--- src/rtl/mem_arbiter.sv ---
// Two-requester arbiter sharing one downstream memory port between instruction fetch and
// load/store. One transaction in flight at a time; round-robin on simultaneous requests.
module mem_arbiter #(
   parameter int unsigned ADDR_W = 64,
   parameter int unsigned DATA_W = 64,
   parameter int unsigned INST_W = 32
) (
   input  logic              clock,
   input  logic              reset,

   // Instruction fetch
   input  logic              if_valid,
   input  logic [ADDR_W-1:0] if_addr,
   input  logic [1:0]        if_size,
   input  logic              if_req,
   output logic              if_ready,
   output logic [INST_W-1:0] if_data_read,
   output logic [1:0]        if_resp,

   // Load/store
   input  logic              mem_valid,
   input  logic [ADDR_W-1:0] mem_addr,
   input  logic [1:0]        mem_size,
   input  logic              mem_req,
   input  logic [DATA_W-1:0] mem_data_write,
   output logic              mem_ready,
   output logic [DATA_W-1:0] mem_data_read,
   output logic [1:0]        mem_resp,

   // Downstream bridge
   output logic              out_valid,
   input  logic              out_ready,
   output logic [ADDR_W-1:0] out_addr,
   output logic [1:0]        out_size,
   output logic              out_req,
   output logic [DATA_W-1:0] out_data_write,
   input  logic [DATA_W-1:0] out_data_read,
   input  logic [1:0]        out_resp,

   output logic              grant_if,
   output logic              grant_mem
);

   typedef enum logic [1:0] {StIdle, StGntIf, StGntMem} state_e;

   state_e              state_q, state_d;
   logic                last_mem_q, last_mem_d;
   logic [ADDR_W-1:0]   out_addr_q, out_addr_d;
   logic [1:0]          out_size_q, out_size_d;
   logic                out_req_q, out_req_d;
   logic [DATA_W-1:0]   out_data_write_q, out_data_write_d;
   logic                pick_if, pick_mem;

   // State register; last_mem resets high so fetch wins the first tie.
   always_ff @(posedge clock) begin
      if (reset) begin
         state_q          <= StIdle;
         last_mem_q       <= 1'b1;
         out_addr_q       <= '0;
         out_size_q       <= '0;
         out_req_q        <= 1'b0;
         out_data_write_q <= '0;
      end else begin
         state_q          <= state_d;
         last_mem_q       <= last_mem_d;
         out_addr_q       <= out_addr_d;
         out_size_q       <= out_size_d;
         out_req_q        <= out_req_d;
         out_data_write_q <= out_data_write_d;
      end
   end

   assign pick_if  = if_valid  && (!mem_valid || last_mem_q);
   assign pick_mem = mem_valid && (!if_valid  || !last_mem_q);

   // Next state; the command registers only load on the idle-to-grant transition.
   always_comb begin
      state_d          = state_q;
      last_mem_d       = last_mem_q;
      out_addr_d       = out_addr_q;
      out_size_d       = out_size_q;
      out_req_d        = out_req_q;
      out_data_write_d = out_data_write_q;
      unique case (state_q)
         StIdle: begin
            if (pick_if) begin
               state_d          = StGntIf;
               out_addr_d       = if_addr;
               out_size_d       = if_size;
               out_req_d        = if_req;
               out_data_write_d = '0;
            end else if (pick_mem) begin
               state_d          = StGntMem;
               out_addr_d       = mem_addr;
               out_size_d       = mem_size;
               out_req_d        = mem_req;
               out_data_write_d = mem_data_write;
            end
         end
         StGntIf: begin
            if (out_ready) begin
               state_d    = StIdle;
               last_mem_d = 1'b0;
            end
         end
         StGntMem: begin
            if (out_ready) begin
               state_d    = StIdle;
               last_mem_d = 1'b1;
            end
         end
         default: state_d = StIdle;
      endcase
   end

   // Outputs; response routing is combinational in the completion cycle.
   always_comb begin
      out_valid     = 1'b0;
      grant_if      = 1'b0;
      grant_mem     = 1'b0;
      if_ready      = 1'b0;
      if_data_read  = '0;
      if_resp       = '0;
      mem_ready     = 1'b0;
      mem_data_read = '0;
      mem_resp      = '0;
      unique case (state_q)
         StGntIf: begin
            out_valid = 1'b1;
            grant_if  = 1'b1;
            if (out_ready) begin
               if_ready     = 1'b1;
               if_data_read = out_addr_q[2] ? out_data_read[INST_W +: INST_W]
                                            : out_data_read[0 +: INST_W];
               if_resp      = out_resp;
            end
         end
         StGntMem: begin
            out_valid = 1'b1;
            grant_mem = 1'b1;
            if (out_ready) begin
               mem_ready     = 1'b1;
               mem_data_read = out_data_read;
               mem_resp      = out_resp;
            end
         end
         default: ;
      endcase
   end

   assign out_addr       = out_addr_q;
   assign out_size       = out_size_q;
   assign out_req        = out_req_q;
   assign out_data_write = out_data_write_q;

endmodule

--- config.mk ---
export PLATFORM = sky130hd
export DESIGN_NAME = mem_arbiter
export DESIGN_NICKNAME = d
export VERILOG_FILES = /design/src/rtl/mem_arbiter.sv
export SDC_FILE = /design/constraint.sdc
export NUM_CORES = 1
export LEC_CHECK = 0
export BUFFER_PORTS_ARGS = -buffer_cell sky130_fd_sc_hd__buf_2
export CAP_MARGIN = 0
export CORE_AREA = 2 2 199 201
export DETAILED_ROUTE_END_ITERATION = 6
export DIE_AREA = 0 0 201 203
export HOLD_SLACK_MARGIN = 0.02
export PLACE_DENSITY = 0.41
export SETUP_SLACK_MARGIN = 0.5
export SYNTH_ARGS = -nofsm -noshare
export SYNTH_HDL_FRONTEND = slang
export SYNTH_SLANG_ARGS = --single-unit
--- constraint.sdc ---
create_clock -name clock -period 1.5 [get_ports clock]
set_input_delay 0.225 -clock clock [delete_from_list [all_inputs] [get_ports clock]]
set_output_delay 0.225 -clock clock [all_outputs]
set_load 0.01 [all_outputs]
==> results.md <==
- Tcrit/Tclk final: 123%
- Placed standard-cell area: 10600 um^2
- Synth Cell Area: 6930 um^2
- Hold Buf Count CTS: 0
- Crit Path Max Fanout: 8
- Worst EP required: 1.27 ns
- Worst path arrival time: 1.62 ns
- Total I/O pin count: 505
- Die width: 201 um
- Die Y: 203 um
- Post-layout min period: 1.85 ns
- Worst-skew pair later-pin latency: 0.43 ns
- Core area: 38500 um^2
- Syn Nets: 1061
- RSZ-0062 raised after global routing: yes
- Place WS: 0.0220 ns
- PwrDens: 960 nW/um^2
- Crit end category: primary output
- Pin slew with the least headroom to its limit: 0.441 ns
- Failing checks: negative setup slack
- TNS Setup: -38.07 ns
- Synthesized flop and latch total: 134
- Root buf cell: clkbuf_16
- Max frequency: 541 MHz
- Number of clock sinks: 134
- Yosys cell types: 30
- Finished layout cell area: 13600 um^2
- Synth warn: 0
- Clock buffer depth: 2
- Total number of vias: 8657
- Nets: 1594
- Status: finished with violations
- Final Hold Fails: 0
- Count of pins over their slew limit: 0
- Synth Instances: 789
- HP Class: input pin to flip-flop
- Reg clk slew, reported paths: 0.06 ns
- DP HPWL: 25300 um
- Placed cells: 1759
- CTS H-tree lvls: 4
- Drt pass-1 iters: 5
- DR DRC count: 0
- Wire per inst: 20.8 um
- Critical path class: flip-flop to primary output
- Core Util, Final: 35.4%
- Avg Synthesized Cell Area: 8.78 um^2
- FP Rows: 72
- Ys async rst share: 0%
- Number of global-route vias before repair: 8490
- DRT antenna net count: 0
- CTS tree: built
- Via-to-Cell Ratio: 4.65
- Tot Pwr: 13.1 mW
- Area grow syn2layout: 96.7%
- Commonest cells in the netlist: nor2_1 (163), dfxtp_1 (134), and3_1 (68), nand3_1 (68), a32oi_1 (64)
- Starting Density: 18.0%
- Antenna violations before repair: 12
- Most used standard cell by instance count after synthesis: nor2_1
- Synth area leaders: dfxtp_1 (39%), a311oi_2 (13%), nor2_1 (8.8%)
- Hold Slack: 0.0602 ns
- Routability Congestion: 0.953
- Initial DRC Count: 414
- Final WS setup: -0.349 ns
- Maximum number of pins on one net before global-route repair: 65
- DIE AREA: 40800 um^2
- Post-Layout Cell Count: 1863
- Setup violators final: 227
- Biggest area consumer among synthesized cells: dfxtp_1
- IO Port Bufs: 504
- Setup Skew: 0.00855 ns
- Yosys top cell area share: 38.7%
- Sequential area share after synthesis: 38.7%
- Critical Path Start Type: flip-flop
- LEAKAGE: 5.96 nW
- Fraction of layout cells with a size suffix above 1: 67.0%
- Total grt overflow: 0
- Max_slew headroom: 70.5%
- Inserted Clock Buffers: 17
- Max Cap Viol: 0
- Global-route wire length before repair: 52200 um
- EDFF count, synth: 0
- Tot GR Track Use: 16.7%
- Total wire length: 38800 um
- VDD IR-drop max: 726 uV
- Post-synth top flop: dfxtp_1
## registers in the layout, summed over array words and instances (netlist names)
register        count
out_size            2
state_q             2
out_addr           64
last_mem_q          1
out_data_write     64
out_req             1
## final timing paths
path,from,to,slack [ns],cells after the start
worst max-delay path,out_addr[2],if_data_read[27],-0.35,4
worst min-delay path,mem_data_write[35],out_data_write[35],0.06,3
worst min register to register,out_data_write[29],out_data_write[29],0.48,2
worst max register to register,state_q[0],out_data_write[5],-0.14,10
## logic make-up (layout without fill, tap and decap cells)
logic type	after synthesis	count (layout)	share of synthesized area, %
simple gates	309	310	20.8
compound gates	205	207	27.5
flops	134	134	38.7
buf+inv	106	648	7.86
mux	32	32	4.63
fa+ha+maj	3	3	0.542
other cells	0	11	0
## layer usage
metal | global-route usage, % | vias to the layer above | part of all wire [%]
met4 | 8.02 | 0 | 3.2
met3 | 3.76 | 52 | 5.4
li1 | - | 4050 | -
met5 | 0 | - | 0
met2 | 29.7 | 351 | 52
met1 | 18.9 | 4204 | 39
## where the power goes
group          switching [mW]  leakage [nW]  internal, mW
Combinational            2.34          4.58          2.36
Sequential              0.202          1.10          3.90
Clock                    1.71         0.279          2.57
## timing repair
item	4_1_cts	5_1_grt
setup buffers	13	15
cloned	13	21
pin swaps	22	61
gates resized for setup	113	163
setup endpoints to repair	370	370
## worst max-delay path: stages (launching register included)
cell and delay [ns]:
dfxtp_4 0.46, buf_12 0.19, mux2i_1 0.33, nor2_4 0.07, buf_6 0.12
## cells in the final DEF, fill, tap and decap left out, drive strengths merged, types with 3 or more instances in the layout
master and n:
buf 600, nor2 163, dfxtp 134, o21ai 72, nand3 68, and3 68
a311oi 67, a32oi 64, clkbuf 36, mux2i 32, diode 11, clkinv 4
inv 4, and2 3, ha 3
## final cells by class
class	instances	area [um^2]
well taps	518	648
clock inverters	8	98.8
flip-flops and latches	134	2690
multi-input cells	552	4850
repair buffers	613	4810
inverters	4	20.0
fillers	3982	24800
diodes	11	27.5
clock buffers	23	478
No activity file was read; power rests on OpenSTA's default activity.
